### src/rtl/oam_dma_ctrl.sv
// oam_dma_ctrl: OAM DMA engine that copies BYTES bytes from page {src_hi, 8'h00} into OAM,
// one byte per CPB-clock M-cycle. While a transfer runs it takes the bus from the CPU.
module oam_dma_ctrl #(
    parameter int BYTES = 160,
    parameter int CPB   = 4
) (
    input  logic        clk,
    input  logic        rst_n,
    input  logic        reg_write_i,
    input  logic [7:0]  reg_d_wr_i,
    output logic [7:0]  reg_d_rd_o,
    output logic        busy_o,
    output logic        dma_active_o,
    output logic [15:0] dma_src_addr_o,
    input  logic [7:0]  dma_d_in_i,
    output logic [7:0]  oam_addr_o,
    output logic [7:0]  oam_d_wr_o,
    output logic        oam_write_o,
    output logic        done_o
);
    localparam int PW = $clog2(CPB);
    localparam logic [PW-1:0] PH_LAST = PW'(CPB - 1);
    localparam logic [7:0] IDX_LAST = 8'(BYTES - 1);

    typedef enum logic [1:0] {IDLE, START, XFER} state_t;

    state_t state_q, state_d;
    logic [PW-1:0] phase_q, phase_d;
    logic [7:0] idx_q, idx_d, src_q, src_d, reg_q, reg_d;
    logic done_q, done_d;
    logic last, xfer;

    assign last = phase_q == PH_LAST;
    assign xfer = state_q == XFER;

    always_ff @(posedge clk or negedge rst_n) begin
        if (!rst_n) begin
            state_q <= IDLE;
            phase_q <= '0;
            idx_q   <= '0;
            src_q   <= '0;
            reg_q   <= '0;
            done_q  <= 1'b0;
        end else begin
            state_q <= state_d;
            phase_q <= phase_d;
            idx_q   <= idx_d;
            src_q   <= src_d;
            reg_q   <= reg_d;
            done_q  <= done_d;
        end
    end

    always_comb begin
        state_d = state_q;
        phase_d = state_q == IDLE ? phase_q : phase_q + PW'(1);
        idx_d   = idx_q;
        src_d   = src_q;
        reg_d   = reg_q;
        done_d  = 1'b0;
        if (state_q == START && last) begin
            state_d = XFER;
            phase_d = '0;
            idx_d   = '0;
        end
        if (xfer && last) begin
            phase_d = '0;
            if (idx_q == IDX_LAST) begin
                state_d = IDLE;
                done_d  = 1'b1;
            end else begin
                idx_d = idx_q + 8'd1;
            end
        end
        // A register write always wins, even over the final byte of a running transfer.
        if (reg_write_i) begin
            reg_d   = reg_d_wr_i;
            src_d   = reg_d_wr_i[7:5] == 3'b111 ? (reg_d_wr_i & 8'hDF) : reg_d_wr_i;
            state_d = START;
            phase_d = '0;
            idx_d   = '0;
            done_d  = 1'b0;
        end
    end

    assign reg_d_rd_o     = reg_q;
    assign busy_o         = state_q != IDLE;
    assign dma_active_o   = xfer;
    assign dma_src_addr_o = {src_q, xfer ? idx_q : 8'h00};
    assign oam_write_o    = xfer && last;
    assign oam_addr_o     = xfer ? idx_q : 8'h00;
    assign oam_d_wr_o     = dma_d_in_i;
    assign done_o         = done_q;
endmodule

### config.mk
export PLATFORM = sky130hd
export DESIGN_NAME = oam_dma_ctrl
export DESIGN_NICKNAME = d
export VERILOG_FILES = /design/src/rtl/oam_dma_ctrl.sv
export SDC_FILE = /design/constraint.sdc
export NUM_CORES = 1
export LEC_CHECK = 0
export ABC_AREA = 1
export ABC_CLOCK_PERIOD_IN_PS = 1500
export CORE_ASPECT_RATIO = 1.4
export CORE_UTILIZATION = 41
export CTS_BUF_LIST = sky130_fd_sc_hd__clkbuf_4 sky130_fd_sc_hd__clkbuf_8 sky130_fd_sc_hd__clkbuf_16
export DETAILED_ROUTE_END_ITERATION = 12
export GPL_TIMING_DRIVEN = 0
export PLACE_DENSITY = 0.8
export SYNTH_ARGS = -nofsm -noshare
export SYNTH_HDL_FRONTEND = slang
export SYNTH_SLANG_ARGS = --single-unit
### constraint.sdc
create_clock -name clk -period 1.5 [get_ports clk]
set_input_delay 0.225 -clock clk [delete_from_list [all_inputs] [get_ports clk]]
set_output_delay 0.225 -clock clk [all_outputs]
set_load 0.01 [all_outputs]
; Yosys cells after proc, flatten, opt, wreduce, memory -nomap -nowiden
; Index checks and enable logic that the tools add are counted.
; Widths: inputs -> output; s select.
[op_classes]
n_reduce_logical = 4
addsub = 2
muxes = 17
eq_ne = 6
[ops]
columns = operator, n
row1 = $mux 8, 5
row2 = $mux 2, 8
row3 = $add 8x1->8 const B, 1
row4 = $eq 8x8->1 const B, 1
row5 = $mux 6, 1
row6 = $eq 2x2->1 const B, 2
row7 = $ne 4x3->1 const B, 1
row8 = $eq 3x3->1 const B, 1
row9 = $mux 1, 3
row10 = $add 2x1->2 const B, 1
row11 = $eq 2x1->1 const B, 1
row12 = $logic_and 1x1->1, 2
row13 = $logic_not 2->1, 1
row14 = $reduce_bool 2->1, 1
[totals]
in_bits = 19
ff_bits = 29
wordCells = 35

; Depth between registers and ports, before layout
; Gate-level depths: netlist of run 1.
[depth]
depth_word = 6
mapped_depth = 9

; Worst setup path before layout of run 1
; OpenSTA, ideal clock, no wires.
[synth_timing]
path_type = register -> register
from = reg phase_q[0]
to = reg idx_q[7]
required_ns = 1.387
n_path_buf = 1
setup_ns = 0.113
stages_incl_launch_ff = 9
arrival_time_ns = 1.126
setup_slack_ns = 0.261
path_cell_list = dfrtp_1 -> ha_1 -> inv_1 -> nor2_8 -> buf_6 -> nand3_1 -> nand3_1 -> nand2_1 -> inv_1
[synth_rtl]
columns = element, line
row1 = start: declaration, 28  ; logic [PW-1:0] phase_q, phase_d;
row2 = start signal: assignment, 46  ; phase_q <= phase_d;
row3 = $eq 2x2->1, 33  ; assign last = phase_q == PH_LAST;
row4 = $logic_and 1x1->1, n/a
row5 = named net oam_write_o, 18  ; output logic oam_write_o,
row6 = $mux 8, 66  ; if (xfer && last) begin
row7 = $mux 8, 76  ; if (reg_write_i) begin
row8 = named net idx_d[7], 29  ; logic [7:0] idx_q, idx_d, src_q, src_d, reg_q, reg_d;
row9 = end signal: assignment, 47  ; idx_q <= idx_d;
row10 = end: declaration, 29
; The timed path passes the listed nets, and every way through them passes these cells.
; A chain may end at the register's enable or synchronous reset.

; Final worst setup path of run 1
[layout_timing]
from = reg state_q[0]
to = out oam_addr_o[1]
[layout_between]
elab_chain_cells = 2
[layout_rtl]
columns = element, line
row1 = start: declaration, 27  ; state_t state_q, state_d;
row2 = start signal: assignment, 45  ; state_q <= state_d;
row3 = $eq 2x2->1, 34  ; assign xfer = state_q == XFER;
row4 = $mux 8, 91  ; assign oam_addr_o = xfer ? idx_q : 8'h00;
row5 = end: declaration, 16  ; output logic [7:0] oam_addr_o,
; Every way passes these cells.

==> summary.md, run 1 <==
| Metric | Value |
|---|---|
| Share of flip-flops with an asynchronous set or reset | 1.00 |
| Max FO, Critical Path | 5 |
| IO Count | 63 |
| Failing checks | setup timing |
| Total number of H-tree levels | 1 |
| Worst setup margin | -39.5 ps |
| Rel. slew slack | 0.360 |
| GR Util met1 | 0.240 |
| Starting Density | 0.431 |
| Launch point of the critical path | state_q[0] |
| First-pass GRT wire length | 5.87 mm |
| Top post-synthesis cells by count | nand2_1, buf_4, dfrtp_1 |
| Register area share after synthesis | 0.413 |
| GR Util met3 | 0.0285 |
| R2r setup slk | 90 ps |
| Worst hold path class | primary input to async pin |
| Top-count cell post-synth | nand2_1 |
| Synth Flop Type | dfrtp_1 |
| Status | finished, violations left |
| Shortest period the worst path allows | 1540 ps |
| WP data arrival | 1310 ps |
| Setup Viol. Count Final | 8 |
| Crit path capture type | primary output |
| Grt met2 use | 0.396 |
| # rows | 24 |
| Yosys top cell by area | dfrtp_1 |
| CTS tree | done |
| Bufs on Longest Clock Path | 2 |
| # DRC | 0 |
| Lkg Pwr | 1.13 nW |
| Fmax | 650 MHz |
| Gr busiest metal | met2 |
| Synthesized flop and latch total | 22 |
| Synth Cell Area | 1330 um^2 |
| Req. time, crit path | 1270 ps |
| Final period utilization | 1.03 |
| Slew of the pin with the lowest slew margin | 957 ps |
| Root buf cell | clkbuf_8 |
| GR Overflow Total | 0 |
| Global Route Usage Sum | 0.217 |
| RSZ-0062 raised after global routing | yes |
| Syn_nets | 190 |
| Worst ir drop on vdd | 0.727 mV |
| 1st-iter DRT viols | 32 |
| Final Max Tran Viols | 0 |
| EDFF count, synth | 0 |
| Die area | 3490 um^2 |
| Antenna violations before repair | 0 |
| Area growth, synth to finish | 67.7% |
| Max_cap viols | 0 |
| Reg2reg start | idx_q[0] |
| CTS Hold Bufs | 0 |
| Synth Area per Inst | 7.88 um^2 |
| IO Port Bufs | 54 |
| Antenna-violating nets left | 0 |
| Core ar. | 3090 um^2 |
| Share of layout cells above drive strength 1 | 0.364 |
| Fin. Hold Viols | 0 |
| Power Total | 0.00161 W |
| Fin Setup TNS | -96.3 ps |
| Largest net degree at the start of global routing | 23 |
| Mean routed wirelength per cell | 12.5 um |
| Ant diodes | 0 |
| CTS clk-pin slew, worst paths | 80 ps |
| DR vias/cell | 4.84 |
| DR pass1 iterations | 4 |
| Clock sinks | 22 |
| Top post-synthesis cells by area | dfrtp_1, buf_4, nand2_1, nor2_1, nand3_1 |
| Vias in the first global route | 1,386 |
| WS Path Type | flip-flop to primary output |
| Post-synthesis cell count | 169 |
| Fillers | 257 |
| Post-synth top area share | 0.413 |
| Chip width | 50.2 um |
| Nets | 264 |
| Placer Congestion | 0.838 |
| Clock Skews | 6.09 ps |
| PD cells | 720 nW/um^2 |
| WL final | 3.52 mm |
| DP HPWL | 2.20 mm |
| Startpoint types | flip-flop |
| TritonCTS buffer count | 3 |
| Worst skew pair latency | 270 ps |
| DIE HEIGHT | 69.5 um |
| Count of different cell masters after synthesis | 23 |
| Syn. warnings | 0 |
| Total number of vias | 1,360 |
-- per-stage QoR --
stage	setup slack [ps]	instance area, um^2	instances	utilization	hold WS (ps)
detailed placement	-200	1920	262	0.621	462
floorplan	261	1330	169	-	-70.6
global placement	-182	1920	262	0.621	455
CTS	-36.3	2150	274	0.697	482
finish	-39.5	2230	281	0.722	479
global route	-71.8	2230	281	0.722	514
-- metal layers --
metal  up-vias  wire, um
li1        661         -
met3         5       151
met1       649      1310
met5         -         0
met4         0        48
met2        45      2010
-- final timing paths --
kind,to,cells after the start
setup / recovery,oam_addr_o[1],6
hold / removal,idx_q[0],1
setup reg to reg,idx_q[1],8
hold reg to reg,reg_d_rd_o[5],2
max in group asynchronous,state_q[1],1
min in group clk,src_q[1],3
-- cell usage in the layout (no fill, tap or decap), types with 4 or more instances in the layout --
cell	Yosys	layout
nor2_4	1	10
clkbuf_8	0	4
a21oi_1	7	7
inv_1	16	14
o21ai_1	5	5
dlygate4sd2_1	0	4
nand2_1	36	36
dfrtp_1	22	21
nand3_1	13	13
nand4_1	4	4
buf_2	0	9
clkdlybuf4s50_1	0	28
buf_6	1	19
inv_2	4	4
dlymetal6s2s_1	0	4
nor2_1	18	9
buf_4	23	25
-- critical path, stage by stage, from the launching register on --
cell     delay, ps
dfrtp_1        420
inv_4          120
nand2_8         80
buf_6          130
nor2_4         100
buf_6          100
buf_6           90
-- report_power, final --
group | switching, W | total [W] | internal, W
registers | 0.0000562 | 0.000701 | 0.000645
logic | 0.000222 | 0.000476 | 0.000254
clock network | 0.000197 | 0.000431 | 0.000235
-- final cells by class --
| class | count | area, um^2 | area share |
|---|---|---|---|
| timing repair buffer | 68 | 653 | 0.292 |
| multi-input combinational | 101 | 621 | 0.278 |
| sequential | 22 | 552 | 0.247 |
| buffer | 27 | 225 | 0.101 |
| inverter | 20 | 80.1 | 0.0358 |
| clock buffer | 4 | 55.1 | 0.0246 |
| tap | 39 | 48.8 | 0.0218 |
-- what timing repair did --
| item | CTS | global route |
|---|---|---|
| endpoints found under the hold margin | 0 | 0 |
| resized for setup | 118 | 10 |
| gates cloned | 1 | 0 |
| pin swaps | 5 | 5 |
| setup endpoints to repair | 23 | 28 |
| buffers inserted | 7 | 7 |
-- flip-flops by register name (all words and copies together), names as in the netlist --
name / flops
done_o: 1
src_q: 8
state_q: 2
reg_d_rd_o: 1
idx_q: 8
phase_q: 2
-- logic make-up after synthesis --
| family | count (synthesis) | synth area share |
|---|---|---|
| simple gates | 81 | 0.296 |
| buf+inv | 47 | 0.203 |
| compound gates | 17 | 0.0695 |
| flops | 22 | 0.413 |
| fa+ha+maj | 2 | 0.0188 |
Power figures use the tool's default switching activity.
==> inputs of run 2 (changes only) <==
--- a/config.mk
+++ b/config.mk
@@ -7,12 +7,14 @@
 export LEC_CHECK = 0
 export ABC_AREA = 1
 export ABC_CLOCK_PERIOD_IN_PS = 1500
+export CELL_PAD_IN_SITES_DETAIL_PLACEMENT = 0
+export CELL_PAD_IN_SITES_GLOBAL_PLACEMENT = 2
 export CORE_ASPECT_RATIO = 1.4
-export CORE_UTILIZATION = 41
+export CORE_UTILIZATION = 21
 export CTS_BUF_LIST = sky130_fd_sc_hd__clkbuf_4 sky130_fd_sc_hd__clkbuf_8 sky130_fd_sc_hd__clkbuf_16
 export DETAILED_ROUTE_END_ITERATION = 12
 export GPL_TIMING_DRIVEN = 0
-export PLACE_DENSITY = 0.8
+export PLACE_DENSITY_LB_ADDON = 0.1
 export SYNTH_ARGS = -nofsm -noshare
 export SYNTH_HDL_FRONTEND = slang
 export SYNTH_SLANG_ARGS = --single-unit
==> summary.md, run 2 (synthesis results as in run 1) <==
| Metric | Value |
|---|---|
| Rel. slew slack | 0.262 (-0.0973) |
| Antenna-violating nets left | 0 (unchanged) |
| Crit. path cell count | 6 (unchanged) |
| FF-to-FF path depth | 10 (+2) |
| # rows | 34 (+42%) |
| # DRC | 0 (unchanged) |
| GR Overflow Total | 0 (unchanged) |
| Setup Viol. Count Final | 11 (+3) |
| Area growth, synth to finish | 67.5% |
| Launch point of the critical path | state_q[0] |
| Fin. Hold Viols | 0 (unchanged) |
| Chip width | 69.3 um (+38%) |
| Place WS | -242 ps (-42.0 ps) |
| Crit path capture type | primary output |
| Regs by FF count | idx_q x8, src_q x8 |
| Worst setup path end | oam_write_o |
| Global Route Usage Sum | 0.115 (-0.102) |
| DP HPWL | 2.72 mm (+24%) |
| CTS Hold Bufs | 0 (unchanged) |
| Slew of the pin with the lowest slew margin | 1100 ps (+146 ps) |
| Largest net degree at the start of global routing | 23 (unchanged) |
| Worst ir drop on vdd | 0.446 mV (-39%) |
| Lkg Pwr | 1.09 nW (-3.2%) |
| DIE HEIGHT | 96.3 um (+39%) |
| Most frequent cells in the layout | buf_4, nand2_1, clkdlybuf4s50_1, dfrtp_1, inv_1 |
| Worst setup margin | -79.7 ps (-40.2 ps) |
| Share of layout cells above drive strength 1 | 0.389 (+0.0257) |
| Power Total | 0.00153 W (-4.8%) |
| Antenna violations before repair | 0 (unchanged) |
| Final period utilization | 1.05 (+0.0268) |
| Failing checks | setup timing |
| Die area | 6670 um^2 (+91%) |
| DR pass1 iterations | 4 (unchanged) |
| Starting Density | 0.216 (-0.215) |
| Total number of vias | 1,334 (-1.9%) |
| Crit path cell chain | inv_2, nand2_8, buf_6, nor2_8, buf_8, buf_6 |
| TritonCTS buffer count | 3 (unchanged) |
| First-pass GRT wire length | 5.89 mm (+0.34%) |
| PD cells | 686 nW/um^2 (-4.7%) |
| Ant diodes | 0 (unchanged) |
| Root buf cell | clkbuf_8 |
| Crit-path slowest cell | dfrtp_1 |
| Max FO, Critical Path | 5 (unchanged) |
| Clock sinks | 22 (unchanged) |
| Nets | 266 (+0.76%) |
| IO Count | 63 (unchanged) |
| Placer Congestion | 0.730 (-13%) |
| Vias in the first global route | 1,234 (-11%) |
| CP delay by family, top | buffers and inverters |
| Worst hold path class | flip-flop to flip-flop |
| RR Endpoint | idx_q[7] |
| WP data arrival | 1350 ps (+40 ps) |
| CTS tree | done |
| WS Path Type | flip-flop to primary output |
| Max_cap viols | 0 (unchanged) |
| Startpoint types | flip-flop |
| Slowest cell delay on critical path | 410 ps (about the same) |
| Reg2reg start | state_q[0] |
| Total number of H-tree levels | 1 (unchanged) |
| 1st-iter DRT viols | 45 (+41%) |
| Status | finished, violations left |
| Mean routed wirelength per cell | 12.0 um (-4.0%) |
| CTS clk-pin slew, worst paths | 80 ps (about the same) |
| Core ar. | 6170 um^2 (+99%) |
| Clock Skews | 2.87 ps (-3.22 ps) |
| Critical Path Most Common Cell | buf_6 |
| WP buf/inv | 4 (unchanged) |
| RSZ-0062 raised after global routing | yes |
| R2r setup slk | -10 ps (-100 ps) |
| Fmax | 633 MHz (-2.5%) |
| WL final | 3.79 mm (+7.9%) |
| DR vias/cell | 4.22 (-13%) |
| Shortest period the worst path allows | 1580 ps (+40.2 ps) |
| IO Port Bufs | 54 (unchanged) |
| Req. time, crit path | 1270 ps (about the same) |
| Bufs on Longest Clock Path | 2 (unchanged) |
| Worst skew pair latency | 270 ps (about the same) |
| Final Max Tran Viols | 0 (unchanged) |
| Commonest non-fill, non-tap cell in the layout | buf_4 |
run 2: changes by cell type in the layout (fill, tap and decap cells not counted), moves of 4 or more:
cell / before / now
buf_2: 9 / 3
buf_6: 19 / 13
dlymetal6s2s_1: 4 / 0
dlygate4sd2_1: 4 / 8
buf_4: 25 / 40
run 2: routing by layer:
metal / routed length [um] / share of wire / vias up / track usage
met3: 187 / 0.049 / 12 / 0.0168
met2: 1970 / 0.52 / 57 / 0.203
li1: - / - / 662 / -
met1: 1460 / 0.39 / 603 / 0.125
met5: 0 / 0 / - / 0
met4: 170 / 0.045 / 0 / 0.0867
run 2: worst min-delay path: stages, from the launching register on:
cell     delay, ps
dfrtp_1        360
nand2_1         50
nand2_1         50
run 2: metrics by stage:
step                instances  TNS [ps]   util  hold slack [ps]  instance area (um^2)
floorplan                 169         0      -            -70.6                  1330
global placement          295     -2970  0.318              467                  1960
detailed placement        295     -5720  0.318              463                  1960
CTS                       306      -977  0.339              478                  2090
global route              316     -1540  0.362              489                  2230
finish                    316      -468  0.362              487                  2230
run 2: worst min path at each step:
| stage | cells after the start | slack [ps] | end | from |
|---|---|---|---|---|
| 2_1_floorplan | 0 | -70 | done_o | rst_n |
| 3_3_place_gp | 2 | 470 | reg_d_rd_o[5] | reg_d_rd_o[5] |
| 3_5_place_dp | 2 | 460 | reg_d_rd_o[5] | reg_d_rd_o[5] |
| 4_1_cts | 3 | 480 | src_q[0] | reg_d_wr_i[0] |
| 5_1_grt | 3 | 490 | src_q[4] | reg_d_wr_i[4] |
| 6_report | 2 | 490 | reg_d_rd_o[5] | reg_d_rd_o[5] |
run 2: repair_timing:
item / 4_1_cts / 5_1_grt
pin swaps: 1 / 4
gates resized for setup: 77 / 44
hold endpoints to repair: 0 / 0
endpoints found under the setup margin: 26 / 23
buffers inserted: 7 / 9
gates cloned: 0 / 1
run 2: final cells by class:
type	instances	area (um^2)
fillers	625	3940
well taps	72	90.1
clock buffers	4	55.1
inverters	20	75.1
repair buffers	70	644
flip-flops and latches	22	552
plain buffers	27	200
multi-input cells	101	616
run 2: where the power goes:
group          internal (W)  switching (W)
Clock              0.000235       0.000204
Combinational      0.000203       0.000198
Sequential         0.000645      0.0000478
Total               0.00108       0.000450
==> inputs of run 3 (changes only) <==
--- a/config.mk
+++ b/config.mk
@@ -10,6 +10,7 @@
 export CELL_PAD_IN_SITES_DETAIL_PLACEMENT = 0
 export CELL_PAD_IN_SITES_GLOBAL_PLACEMENT = 2
 export CORE_ASPECT_RATIO = 1.4
+export CORE_MARGIN = 5
 export CORE_UTILIZATION = 21
 export CTS_BUF_LIST = sky130_fd_sc_hd__clkbuf_4 sky130_fd_sc_hd__clkbuf_8 sky130_fd_sc_hd__clkbuf_16
 export DETAILED_ROUTE_END_ITERATION = 12
==> summary.md, run 3 (synthesis results as in run 1) <==
| Metric | Value |
|---|---|
| Net Sw Frac | 0.307 (+0.0130) |
| DR vias/cell | 4.19 (-0.72%) |
| 1st-iter DRT viols | 66 (+47%) |
| GR Overflow Total | 0 (unchanged) |
| Share of power burned in registers | 0.470 (+0.018) |
| WP buf/inv | 4 (unchanged) |
| PD cells | 676 nW/um^2 (-1.5%) |
| Final period utilization | 1.03 (-0.0210) |
| Slew of the pin with the lowest slew margin | 1120 ps (+13.5 ps) |
| Startpoint types | flip-flop |
| Clock Skews | 0.927 ps (-1.94 ps) |
| CTS clk-pin slew, worst paths | 80 ps (about the same) |
| Internal | 0.00102 W (-5.5%) |
| Starting Density | 0.215 (-0.00148) |
| Psw | 0.000452 W (+0.48%) |
| Critical Path Most Common Cell | buf_6 |
| DIE HEIGHT | 104 um (+8.3%) |
| Die area | 8060 um^2 (+21%) |
| Worst hold path class | primary input to async pin |
| Hold WS | 163 ps (-324 ps) |
| CTS Hold Bufs | 0 (unchanged) |
| Max_cap viols | 0 (unchanged) |
| Power Total | 0.00147 W (-3.8%) |
| Worst setup margin | -48.3 ps (+31.4 ps) |
| WP data arrival | 1320 ps (-30 ps) |
| Req. time, crit path | 1270 ps (about the same) |
| Root buf cell | clkbuf_8 |
| Final Max Tran Viols | 0 (unchanged) |
| Antenna-violating nets left | 0 (unchanged) |
| Chip width | 77.3 um (+12%) |
| Regs by FF count | idx_q x8, src_q x8 |
| Status | finished, violations left |
| CP delay by family, top | buffers and inverters |
| DP HPWL | 2.92 mm (+7.6%) |
| Crit path capture type | primary output |
| Global Route Usage Sum | 0.101 (-0.0142) |
| Share of layout cells above drive strength 1 | 0.380 (-0.00918) |
| Post-layout util | 0.351 (-0.0107) |
| Nets | 265 (-0.38%) |
| Placer Congestion | 0.728 (-0.27%) |
| Worst ir drop on vdd | 0.375 mV (-16%) |
| Part of the power in combinational logic | 0.270 (+0.008) |
| Fin. Hold Viols | 0 (unchanged) |
| TritonCTS buffer count | 3 (unchanged) |
| Commonest non-fill, non-tap cell in the layout | buf_4 |
| Ant diodes | 0 (unchanged) |
| Slowest cell delay on critical path | 400 ps (about the same) |
| Clock share of power | 0.260 (-0.026) |
| Rel. slew slack | 0.255 (-0.00794) |
| Area growth, synth to finish | 63.7% |
| Reg2reg start | state_q[0] |
| Launch point of the critical path | state_q[0] |
| Crit path cell chain | inv_2, nand2_8, buf_6, nor2_8, buf_6, buf_6 |
| First-pass GRT wire length | 6.71 mm (+14%) |
| Failing checks | setup timing |
| Setup Viol. Count Final | 8 (-3) |
| Total number of H-tree levels | 1 (unchanged) |
| Max FO, Critical Path | 5 (unchanged) |
| Vias in the first global route | 1,394 (+13%) |
| Crit-path slowest cell | dfrtp_1 |
| WL final | 4.05 mm (+6.8%) |
| # DRC | 0 (unchanged) |
| Fmax | 646 MHz (+2.0%) |
| CTS tree | done |
| Antenna violations before repair | 0 (unchanged) |
| Largest net degree at the start of global routing | 23 (unchanged) |
| Mean routed wirelength per cell | 12.9 um (+7.5%) |
| WS Path Type | flip-flop to primary output |
| DR pass1 iterations | 4 (unchanged) |
| Worst skew pair latency | 260 ps (about the same) |
| Most frequent cells in the layout | buf_4, nand2_1, clkdlybuf4s50_1, dfrtp_1, inv_1 |
| Bufs on Longest Clock Path | 2 (unchanged) |
| Fin Setup TNS | -286 ps (+182 ps) |
| Clock sinks | 22 (unchanged) |
| IO Port Bufs | 54 (unchanged) |
| RSZ-0062 raised after global routing | yes |
| Total number of vias | 1,316 (-1.3%) |
| IO Count | 63 (unchanged) |
| Core ar. | 6210 um^2 (+0.69%) |
| Lkg Pwr | 1.10 nW (+0.68%) |
| Place WS | -225 ps (+16.9 ps) |
| Shortest period the worst path allows | 1550 ps (-31.4 ps) |
| # rows | 34 (unchanged) |
==> run 3: worst register-to-register path: stages (launching register included) <==
cell,delay [ps]
dfrtp_1,400
inv_2,140
nand2_8,80
buf_6,130
nor2_8,110
buf_6,110
buf_6,130
nand3_1,70
a21oi_1,120
nand2_1,70
inv_1,40
==> run 3: repair_timing <==
item	in CTS	in global routing
buffers inserted	5	10
cloned	0	1
endpoints found under the setup margin	26	24
gates resized for setup	74	40
pin swaps	1	8
==> run 3: layout make-up <==
cell class,instances,area (um^2)
Buffer,27,196
Clock buffer,3,41.3
Fill cell,663,4030
Inverter,20,75.1
Multi-Input combinational cell,101,623
Sequential cell,22,552
Tap cell,72,90.1
Timing Repair Buffer,69,603
==> run 3: routing by layer <==
layer / wire, um / global-route usage / vias up / part of all wire
met2: 2130 / 0.185 / 47 / 0.53
met3: 255 / 0.0199 / 4 / 0.063
li1: - / - / 654 / -
met1: 1580 / 0.110 / 611 / 0.39
met4: 80 / 0.0393 / 0 / 0.020
met5: 0 / 0 / - / 0
==> run 3: final timing paths <==
kind / to / slack, ps / depth (start not counted)
max in group asynchronous: state_q[1] / 590 / 1
max: oam_write_o / -50 / 6
max reg2reg: idx_q[7] / 50 / 10
min reg2reg: reg_d_rd_o[5] / 490 / 2
min: src_q[0] / 160 / 1
min in group clk: reg_d_rd_o[5] / 490 / 2
==> run 3: metrics by stage <==
stage	area, um^2	cells
after detailed placement	1960	295
after global routing	2180	314
after global placement	1960	295
after floorplan	1330	169
final	2180	314
after CTS	2070	303
==> run 3: power by group through the flow <==
stage          sequential (W)  combinational [W]  clock (W)
5_1_grt              0.000702           0.000447   0.000426
3_5_place_dp         0.000695           0.000385          0
3_3_place_gp         0.000693           0.000379          0
4_1_cts              0.000686           0.000392   0.000403
6_report             0.000693           0.000398   0.000384
2_1_floorplan        0.000699           0.000184          0
